**src/rtl/fifo_dual_reader_pkg.sv**
```systemverilog
// Shared constants for the dual-port line-FIFO reader: default widths and the
// block-RAM read latency from which the per-channel read credit is derived.
package fifo_dual_reader_pkg;

  localparam int DATA_WIDTH_DEFAULT = 16 * 8;
  localparam int FRAME_LEN_DEFAULT  = 2560;
  localparam int BRAM_RD_LATENCY    = 1;
  // One buffered beat plus one beat still in the RAM pipeline.
  localparam int CREDIT_LIMIT       = BRAM_RD_LATENCY + 1;

  function automatic int cnt_width(input int n);
    return (n > 1) ? $clog2(n) : 1;
  endfunction

endpackage

```
**src/rtl/fifo_reader_channel.sv**
```systemverilog
// One reader channel: credit-limited read issue, 1-cycle capture, 2-entry skid
// buffer presented as a valid/ready stream, and a frame beat counter for last.
module fifo_reader_channel
  import fifo_dual_reader_pkg::*;
#(
  parameter int DATA_WIDTH = DATA_WIDTH_DEFAULT,
  parameter int FRAME_LEN  = FRAME_LEN_DEFAULT
) (
  input  logic                  clk,
  input  logic                  rst_n,
  input  logic [DATA_WIDTH-1:0] rd_data_i,
  input  logic                  empty_i,
  input  logic                  wr_en_i,
  output logic                  rd_en_o,
  output logic [DATA_WIDTH-1:0] data_o,
  output logic                  valid_o,
  output logic                  last_o,
  input  logic                  ready_i
);

  localparam int            CW       = cnt_width(FRAME_LEN);
  localparam logic [CW-1:0] LAST_IDX = CW'(FRAME_LEN - 1);

  logic [1:0]            occ_q, occ_d;
  logic                  inflight_q;
  logic                  valid_q;
  logic [DATA_WIDTH-1:0] head_q, head_d, tail_q, tail_d;
  logic [CW-1:0]         beat_q, beat_d;
  logic                  pop, push, rd_en;
  logic [2:0]            committed;

  assign pop  = valid_q & ready_i;
  assign push = inflight_q;

  // A pop in this cycle frees its slot immediately, so a streaming consumer
  // sees one beat per cycle while occupancy still never exceeds two.
  assign committed = {1'b0, occ_q} - {2'b00, pop} + {2'b00, inflight_q};
  assign rd_en     = ~empty_i & ~wr_en_i & (committed < 3'(CREDIT_LIMIT));
  assign rd_en_o   = rd_en & rst_n;

  always_comb begin
    occ_d  = occ_q;
    head_d = head_q;
    tail_d = tail_q;
    beat_d = beat_q;
    case ({push, pop})
      2'b10: begin
        if (occ_q == 2'd0) head_d = rd_data_i;
        else               tail_d = rd_data_i;
        occ_d = occ_q + 2'd1;
      end
      2'b01: begin
        head_d = tail_q;
        occ_d  = occ_q - 2'd1;
      end
      2'b11: begin
        if (occ_q == 2'd1) begin
          head_d = rd_data_i;
        end else begin
          head_d = tail_q;
          tail_d = rd_data_i;
        end
      end
      default: ;
    endcase
    if (pop) beat_d = (beat_q == LAST_IDX) ? '0 : beat_q + CW'(1);
  end

  always_ff @(posedge clk or negedge rst_n) begin
    if (!rst_n) begin
      occ_q      <= 2'd0;
      inflight_q <= 1'b0;
      valid_q    <= 1'b0;
      head_q     <= '0;
      tail_q     <= '0;
      beat_q     <= '0;
    end else begin
      occ_q      <= occ_d;
      inflight_q <= rd_en;
      valid_q    <= (occ_d != 2'd0);
      head_q     <= head_d;
      tail_q     <= tail_d;
      beat_q     <= beat_d;
    end
  end

  assign data_o  = head_q;
  assign valid_o = valid_q;
  assign last_o  = valid_q & (beat_q == LAST_IDX);

endmodule

```
**src/rtl/fifo_dual_reader.sv**
```systemverilog
// Consumer-side controller for the one-write/two-read line FIFO: two identical,
// independent reader channels sharing the write-blocking signal.
module fifo_dual_reader
  import fifo_dual_reader_pkg::*;
#(
  parameter int DATA_WIDTH = DATA_WIDTH_DEFAULT,
  parameter int FRAME_LEN  = FRAME_LEN_DEFAULT
) (
  input  logic                  clk,
  input  logic                  rst_n,
  input  logic [DATA_WIDTH-1:0] fifo_rd_data_a,
  input  logic [DATA_WIDTH-1:0] fifo_rd_data_b,
  input  logic                  fifo_empty_a,
  input  logic                  fifo_empty_b,
  input  logic                  fifo_wr_en,
  output logic                  fifo_rd_en_a,
  output logic                  fifo_rd_en_b,
  output logic [DATA_WIDTH-1:0] out_data_a,
  output logic                  out_valid_a,
  output logic                  out_last_a,
  input  logic                  out_ready_a,
  output logic [DATA_WIDTH-1:0] out_data_b,
  output logic                  out_valid_b,
  output logic                  out_last_b,
  input  logic                  out_ready_b
);

  fifo_reader_channel #(
    .DATA_WIDTH (DATA_WIDTH),
    .FRAME_LEN  (FRAME_LEN)
  ) u_chan_a (
    .clk       (clk),
    .rst_n     (rst_n),
    .rd_data_i (fifo_rd_data_a),
    .empty_i   (fifo_empty_a),
    .wr_en_i   (fifo_wr_en),
    .rd_en_o   (fifo_rd_en_a),
    .data_o    (out_data_a),
    .valid_o   (out_valid_a),
    .last_o    (out_last_a),
    .ready_i   (out_ready_a)
  );

  fifo_reader_channel #(
    .DATA_WIDTH (DATA_WIDTH),
    .FRAME_LEN  (FRAME_LEN)
  ) u_chan_b (
    .clk       (clk),
    .rst_n     (rst_n),
    .rd_data_i (fifo_rd_data_b),
    .empty_i   (fifo_empty_b),
    .wr_en_i   (fifo_wr_en),
    .rd_en_o   (fifo_rd_en_b),
    .data_o    (out_data_b),
    .valid_o   (out_valid_b),
    .last_o    (out_last_b),
    .ready_i   (out_ready_b)
  );

endmodule
```
**config.mk**
```make
export PLATFORM = sky130hd
export DESIGN_NAME = fifo_dual_reader
export DESIGN_NICKNAME = d
export VERILOG_FILES = /design/src/rtl/fifo_dual_reader_pkg.sv /design/src/rtl/fifo_reader_channel.sv /design/src/rtl/fifo_dual_reader.sv
export SDC_FILE = /design/constraint.sdc
export NUM_CORES = 1
export LEC_CHECK = 0
export BUFFER_PORTS_ARGS = -buffer_cell sky130_fd_sc_hd__buf_2
export CAP_MARGIN = 10
export CORE_ASPECT_RATIO = 1.4
export CORE_MARGIN = 2
export CORE_UTILIZATION = 39
export CTS_CLUSTER_DIAMETER = 100
export DETAILED_ROUTE_END_ITERATION = 10
export PLACE_DENSITY = 0.57
export SYNTH_ARGS = -nofsm -noshare
export SYNTH_HDL_FRONTEND = slang
export SYNTH_HIERARCHICAL = 1
export SYNTH_SLANG_ARGS = --single-unit
```
**constraint.sdc**
```tcl
create_clock -name clk -period 6.5 [get_ports clk]
set_input_delay 0.65 -clock clk [delete_from_list [all_inputs] [get_ports clk]]
set_output_delay 0.65 -clock clk [all_outputs]
set_load 0.005 [all_outputs]
```
# [After elaboration in Yosys (flattened, before gate mapping)]
# Cells that the tools add are included.
[totals] ff_bits=544 inputBits=263 elab_cells=81
[op_classes] add_sub_neg=10 order_cmp=2 n_eq_ne=16 mux=16 n_bitwise=13 reduce_logical=12
[ops] operator="$mux W128" count=8
[ops] operator="$pmux W128 S3" count=2
[ops] operator="$pmux W128 S2" count=2
[ops] operator="$add A12 B1 Y12 const B" count=2
[ops] operator="$eq A12 B12 Y1 const B" count=2
[ops] operator="$mux W12" count=2
[ops] operator="$and A1 B1 Y1" count=10
[ops] operator="$eq A2 B1 Y1 const B" count=4
[ops] operator="$eq A2 B2 Y1 const B" count=4
[ops] operator="$ne A2 B2 Y1 const B" count=4
[ops] operator="$pmux W2 S2" count=2
[ops] operator="$reduce_bool A2 Y1" count=4
[ops] operator="$add A3 B1 Y3" count=2
[ops] operator="$lt A3 B2 Y1 const B" count=2
[ops] operator="$reduce_and A3 Y1" count=2
[ops] operator="$reduce_bool A3 Y1" count=2
[ops] operator="$sub A2 B1 Y3" count=2
[ops] operator="$add A2 B1 Y2 const B" count=2
[ops] operator="$logic_not A2 Y1" count=2
[ops] operator="$ne A2 B1 Y1 const B" count=2
[ops] operator="$reduce_and A2 Y1" count=2
[ops] operator="$sub A2 B1 Y2 const B" count=2
[ops] operator="$not A1 Y1" count=3

# [Depth between registers and ports, before layout]
[depth] ltp_word=6 ltp_mapped=9

# [Modules after synthesis]
# Netlist, hierarchy kept.
[modules_own_cells] mod="fifo_reader_channel (u_chan_b)" n_inst=1 cells_each=1109 area_per_inst_um2=12129.1 seq_area_each_um2=6806.5
[modules_own_cells] mod="fifo_reader_channel (u_chan_a)" n_inst=1 cells_each=1108 area_per_inst_um2=12099.1 seq_area_each_um2=6806.5

# [Worst setup path after synthesis]
# OpenSTA, ideal clock, no wires.
[synth_path] kind="input-to-output" startpoint="input port out_ready_b" endpoint="output port fifo_rd_en_b" arrival_ps=2309 slack_ps=3541 cell_stages=8 n_path_buf=0 cell_sequence="nand2_1 > inv_1 > ha_1 > nand2b_1 > fa_1 > xor2_1 > nor4b_1 > and2_1"
[synth_between] elab_chain_cells=6
[synth_rtl] item="start: declaration" line="fifo_dual_reader.sv:25" source="input logic out_ready_b"
[synth_rtl] item="$and A1 B1 Y1" line="fifo_reader_channel.sv:32" source="assign pop = valid_q & ready_i;"
[synth_rtl] item="$sub A2 B1 Y3" line="fifo_reader_channel.sv:37" source="assign committed = {1'b0, occ_q} - {2'b00, pop} + {2'b00, inflight_q};"
[synth_rtl] item="$add A3 B1 Y3" line="fifo_reader_channel.sv:37"
[synth_rtl] item="$lt A3 B2 Y1" line="fifo_reader_channel.sv:38" source="assign rd_en = ~empty_i & ~wr_en_i & (committed < 3'(CREDIT_LIMIT));"
[synth_rtl] item="$and A1 B1 Y1" line="fifo_reader_channel.sv:38"
[synth_rtl] item="net u_chan_b.rd_en" line="fifo_reader_channel.sv:29" source="logic pop, push, rd_en;"
[synth_rtl] item="$and A1 B1 Y1" line="fifo_reader_channel.sv:39" source="assign rd_en_o = rd_en & rst_n;"
[synth_rtl] item="end: declaration" line="fifo_dual_reader.sv:17" source="output logic fifo_rd_en_b,"
# The timed path passes the listed nets, and every way through them passes these cells.

# [Final worst setup path]
[layout_path] startpoint="register u_chan_a.valid_q, in the netlist u_chan_a/valid_o" endpoint="register u_chan_a.tail_q[93]"
[layout_between] elab_chain_cells=4 word_cells_on_any_way=8 cone_classes="eq/ne (4); mux (1); bitwise (1); reduce/logical (2)"
[layout_rtl] item="start: declaration" line="fifo_reader_channel.sv:26" source="logic valid_q;"
[layout_rtl] item="start signal: assignment" line="fifo_reader_channel.sv:80" source="valid_q <= (occ_d != 2'd0);"
[layout_rtl] item="$and A1 B1 Y1 *" line="fifo_reader_channel.sv:32"
[layout_rtl] item="$eq A2 B2 Y1" line="fifo_reader_channel.sv:46" source="case ({push, pop})"
[layout_rtl] item="$ne A2 B2 Y1 (no line) / $reduce_bool A2 Y1 (equally long branches)"
[layout_rtl] item="$reduce_and A3 Y1 (no line)"
[layout_rtl] item="end signal: assignment" line="fifo_reader_channel.sv:82" source="tail_q <= tail_d;"
[layout_rtl] item="end: declaration" line="fifo_reader_channel.sv:27" source="logic [DATA_WIDTH-1:0] head_q, head_d, tail_q, tail_d;"
# Every way passes the cells marked *; elsewhere a longest branch is shown, timed or not.
# A chain may end at the register's enable or synchronous reset.

==> impl_metrics.tcl <==
set metrics [dict create \
    status "completed" \
    final_cell_area_um2 29000 \
    slew_headroom 0.245 \
    grt-busiest-layer "met2" \
    worstSetupPathType "reg -> reg" \
    synthCells 2217 \
    grt_max_degree 127 \
    cp.required_ns 6.97 \
    num_rows 108 \
    finalCriticalPeriod_ns 3.79 \
    post-route-util 0.470 \
    firstDrtPassIters 7 \
    portBuffers 524 \
    clock.fmax_mhz 264 \
    synth_top_area_share 0.562 \
    vdd_drop_max_v 0.000273 \
    synth_top_area_cell "dfrtp_1" \
    htreeDepth 2 \
    cpMaxStageDelayCell "a211o_4" \
    die_h_um 299 \
    timing.hold.ws_ns 0.233 \
    drtAntennaViolNets 0 \
    first_global_vias 19880 \
    io_pins 525 \
    met1_usage 0.301 \
    hp-class "in -> reg" \
    grtUsageMet3 0.0687 \
    seq_area_frac_synth 0.562 \
    antenna_found_initial 32 \
    cp_max_fo 77 \
    path_buf_inv 1 \
    dr_total_vias 20117 \
    syn_nets 2496 \
    powerDensity_nw_per_um2 501 \
    wl_per_cell_um 21.7 \
    hpwlAfterDp_um 46100 \
    synth-edff-count 0 \
    wl_um 75400 \
    root_buffer "clkbuf_16" \
    nNetsFinal 2878 \
    regArea_um2 13600 \
    insertion_delay_ns 0.60 \
    placed_cell_area_um2 27100 \
    drtIter0Drc 1645 \
    grt_pass1_wl_um 117000 \
    design.die.area_um2 64200 \
    cts_buffer_depth 3 \
    hold_start "fifo_empty_a" \
    multi_input_area_um2 9560 \
    area_growth_pct 19.7 \
    critical_path.max_stage_delay_ns 0.92 \
    grtUsageTotal 0.228 \
    critPathLaunch "u_chan_a/valid_o$_DFF_PN0_" \
    core_area_um2 61800 \
    slew_viol_final 0 \
    min_period_over_period 0.583 \
    routabilityCongestion 0.815 \
    hold_viol_final 0 \
    synth_seq_cells 544 \
    cts_buffers 53 \
    max_cap_violations 0 \
    crit_chain "nand2_1, ha_1, and2_4, a211o_4, buf_4, mux2_1" \
    grt_overflow 0 \
    path_delay_family "simple AND/OR/NAND/NOR gates" \
    start_util 0.392 \
    critPathCaptureType "flop" \
    dieWidth_um 215 \
    setup_tns_ns 0 \
    viasPerCell 5.79 \
    rsz0062_at_grt "false" \
    synth_top_flop_cell "dfrtp_1" \
    use_met2 0.364 \
    synth_area_um2 24200 \
    worst_ep_arrival_time_ns 4.26 \
    syn_area_per_cell_um2 10.9 \
    cts_hold_buf 1 \
    ys_types 46 \
    clkTransAtPathRegs_ns 0.07 \
    cts_tree "yes" \
    ctsResizeCount 0 \
    yosysWarnings 6 \
    fin_skew_ns 0.0157 \
    synth.area.top_cells "dfrtp_1, mux2_1, a31oi_1" \
    drc 0 \
    fill_cells 5760 \
    leakage_nw 12.5 \
    postCtsSetupBuffers 0 \
    critPathLaunchType "flop" \
    clock_sinks 544 \
    layout-drive-gt1-share 0.263 \
    finalSetupViolCount 0 \
    async_flop_share 1.00 \
    r2r_start "u_chan_a/valid_o$_DFF_PN0_" \
    tightest_slew_ns 1.13 \
]
## placed cells by master (no fill, tap or decap), types with 6 or more instances in the layout
master     netlist  final
inv_1           16     16
clkbuf_1       130     10
clkinv_2         0      6
nor4_1           9      9
a31oi_1        257    257
dfrtp_1        544    544
nand4_1          8      8
nand2_1         20     20
xnor2_1          9      9
nand3_1        264    264
mux2_4          10     10
o21ai_1          6      6
buf_4            2     22
mux2_2          31     31
clkbuf_8         0     15
ha_1            14     12
diode_2          0     14
mux2_1         215    215
clkbuf_16        0     55
o21ai_0        261    261
buf_2           40    523
nor3_1         259    259
## cell type report
| class | instances | area share |
|---|---|---|
| Antenna cell | 14 | 0.00121 |
| Sequential cell | 544 | 0.469 |
| Multi-Input combinational cell | 1433 | 0.330 |
| Inverter | 16 | 0.00207 |
| Tap cell | 825 | 0.0356 |
| Clock buffer | 80 | 0.0559 |
| Clock inverter | 14 | 0.00630 |
| Timing Repair Buffer | 551 | 0.0996 |
## logic make-up after synthesis
family | after synthesis | synth area share
and+or+nand+nor | 599 | 0.127
AOI/OAI and AO/OA | 546 | 0.128
DFF | 544 | 0.562
muxes | 260 | 0.122
buffers and inverters | 240 | 0.0477
adders and majority gates | 16 | 0.00888
xor gates and xnor gates | 12 | 0.00434
## where the power goes
group | switching (W) | internal, W
registers | 0.000879 | 0.00509
logic | 0.00295 | 0.00241
clock network | 0.00134 | 0.00187
## through the flow
step           setup WS [ns]  total power (W)  std cells
2_1_floorplan           3.54          0.00934       2217
3_3_place_gp            2.48           0.0112       3368
3_5_place_dp            2.41           0.0114       3368
4_1_cts                 2.68           0.0147       3463
5_1_grt                 2.50           0.0155       3472
6_report                2.71           0.0145       3477
## Yosys cell counts (all sizes together) (2+ instances only)
library cell  count
dfrtp           544
o21ai           267
nand3           264
nor3            259
a31oi           257
mux2            256
clkbuf          132
buf              92
nand2            20
inv              16
ha               14
nor4              9
xnor2             9
nand4             8
nand2b            7
and2              6
a21oi             5
and4              5
nor2              5
a211o             4
mux2i             4
or2               4
or3               3
or4               3
xor2              3
a21o              2
fa                2
nand4bb           2
nor2b             2
nor4b             2
o21ba             2
o22ai             2
o31ai             2
## path summary, 6_finish.rpt
kind,slack (ns),cells after the start,end
min in group asynchronous,0.58,2,u_chan_a/data_o[93]$_DFFE_PN0P_
setup / recovery,2.71,6,u_chan_a/tail_q[93]$_DFFE_PN0P_
setup reg to reg,2.71,6,u_chan_a/tail_q[93]$_DFFE_PN0P_
max in group asynchronous,3.87,4,u_chan_b/tail_q[16]$_DFFE_PN0P_
hold reg to reg,0.48,1,u_chan_b/tail_q[81]$_DFFE_PN0P_
hold / removal,0.23,2,u_chan_a/inflight_q$_DFF_PN0_
## flip-flops by register name (all words and copies together) (netlist names)
name                 cells
u_chan_b/data_o        128
u_chan_a/tail_q        128
u_chan_a/beat_q         12
u_chan_b/inflight_q      1
u_chan_b/beat_q         12
u_chan_a/valid_o         1
u_chan_b/occ_q           2
u_chan_a/data_o        128
u_chan_a/occ_q           2
u_chan_b/valid_o         1
u_chan_a/inflight_q      1
u_chan_b/tail_q        128
## layer usage
layer / vias to the layer above / part of all wire / wire [um]
li1: 8986 / - / -
met5: - / 0.0027 / 202
met3: 131 / 0.090 / 6790
met1: 10116 / 0.41 / 31100
met4: 34 / 0.023 / 1730
met2: 850 / 0.47 / 35600
Note: power is estimated with default switching activity, not from simulation.
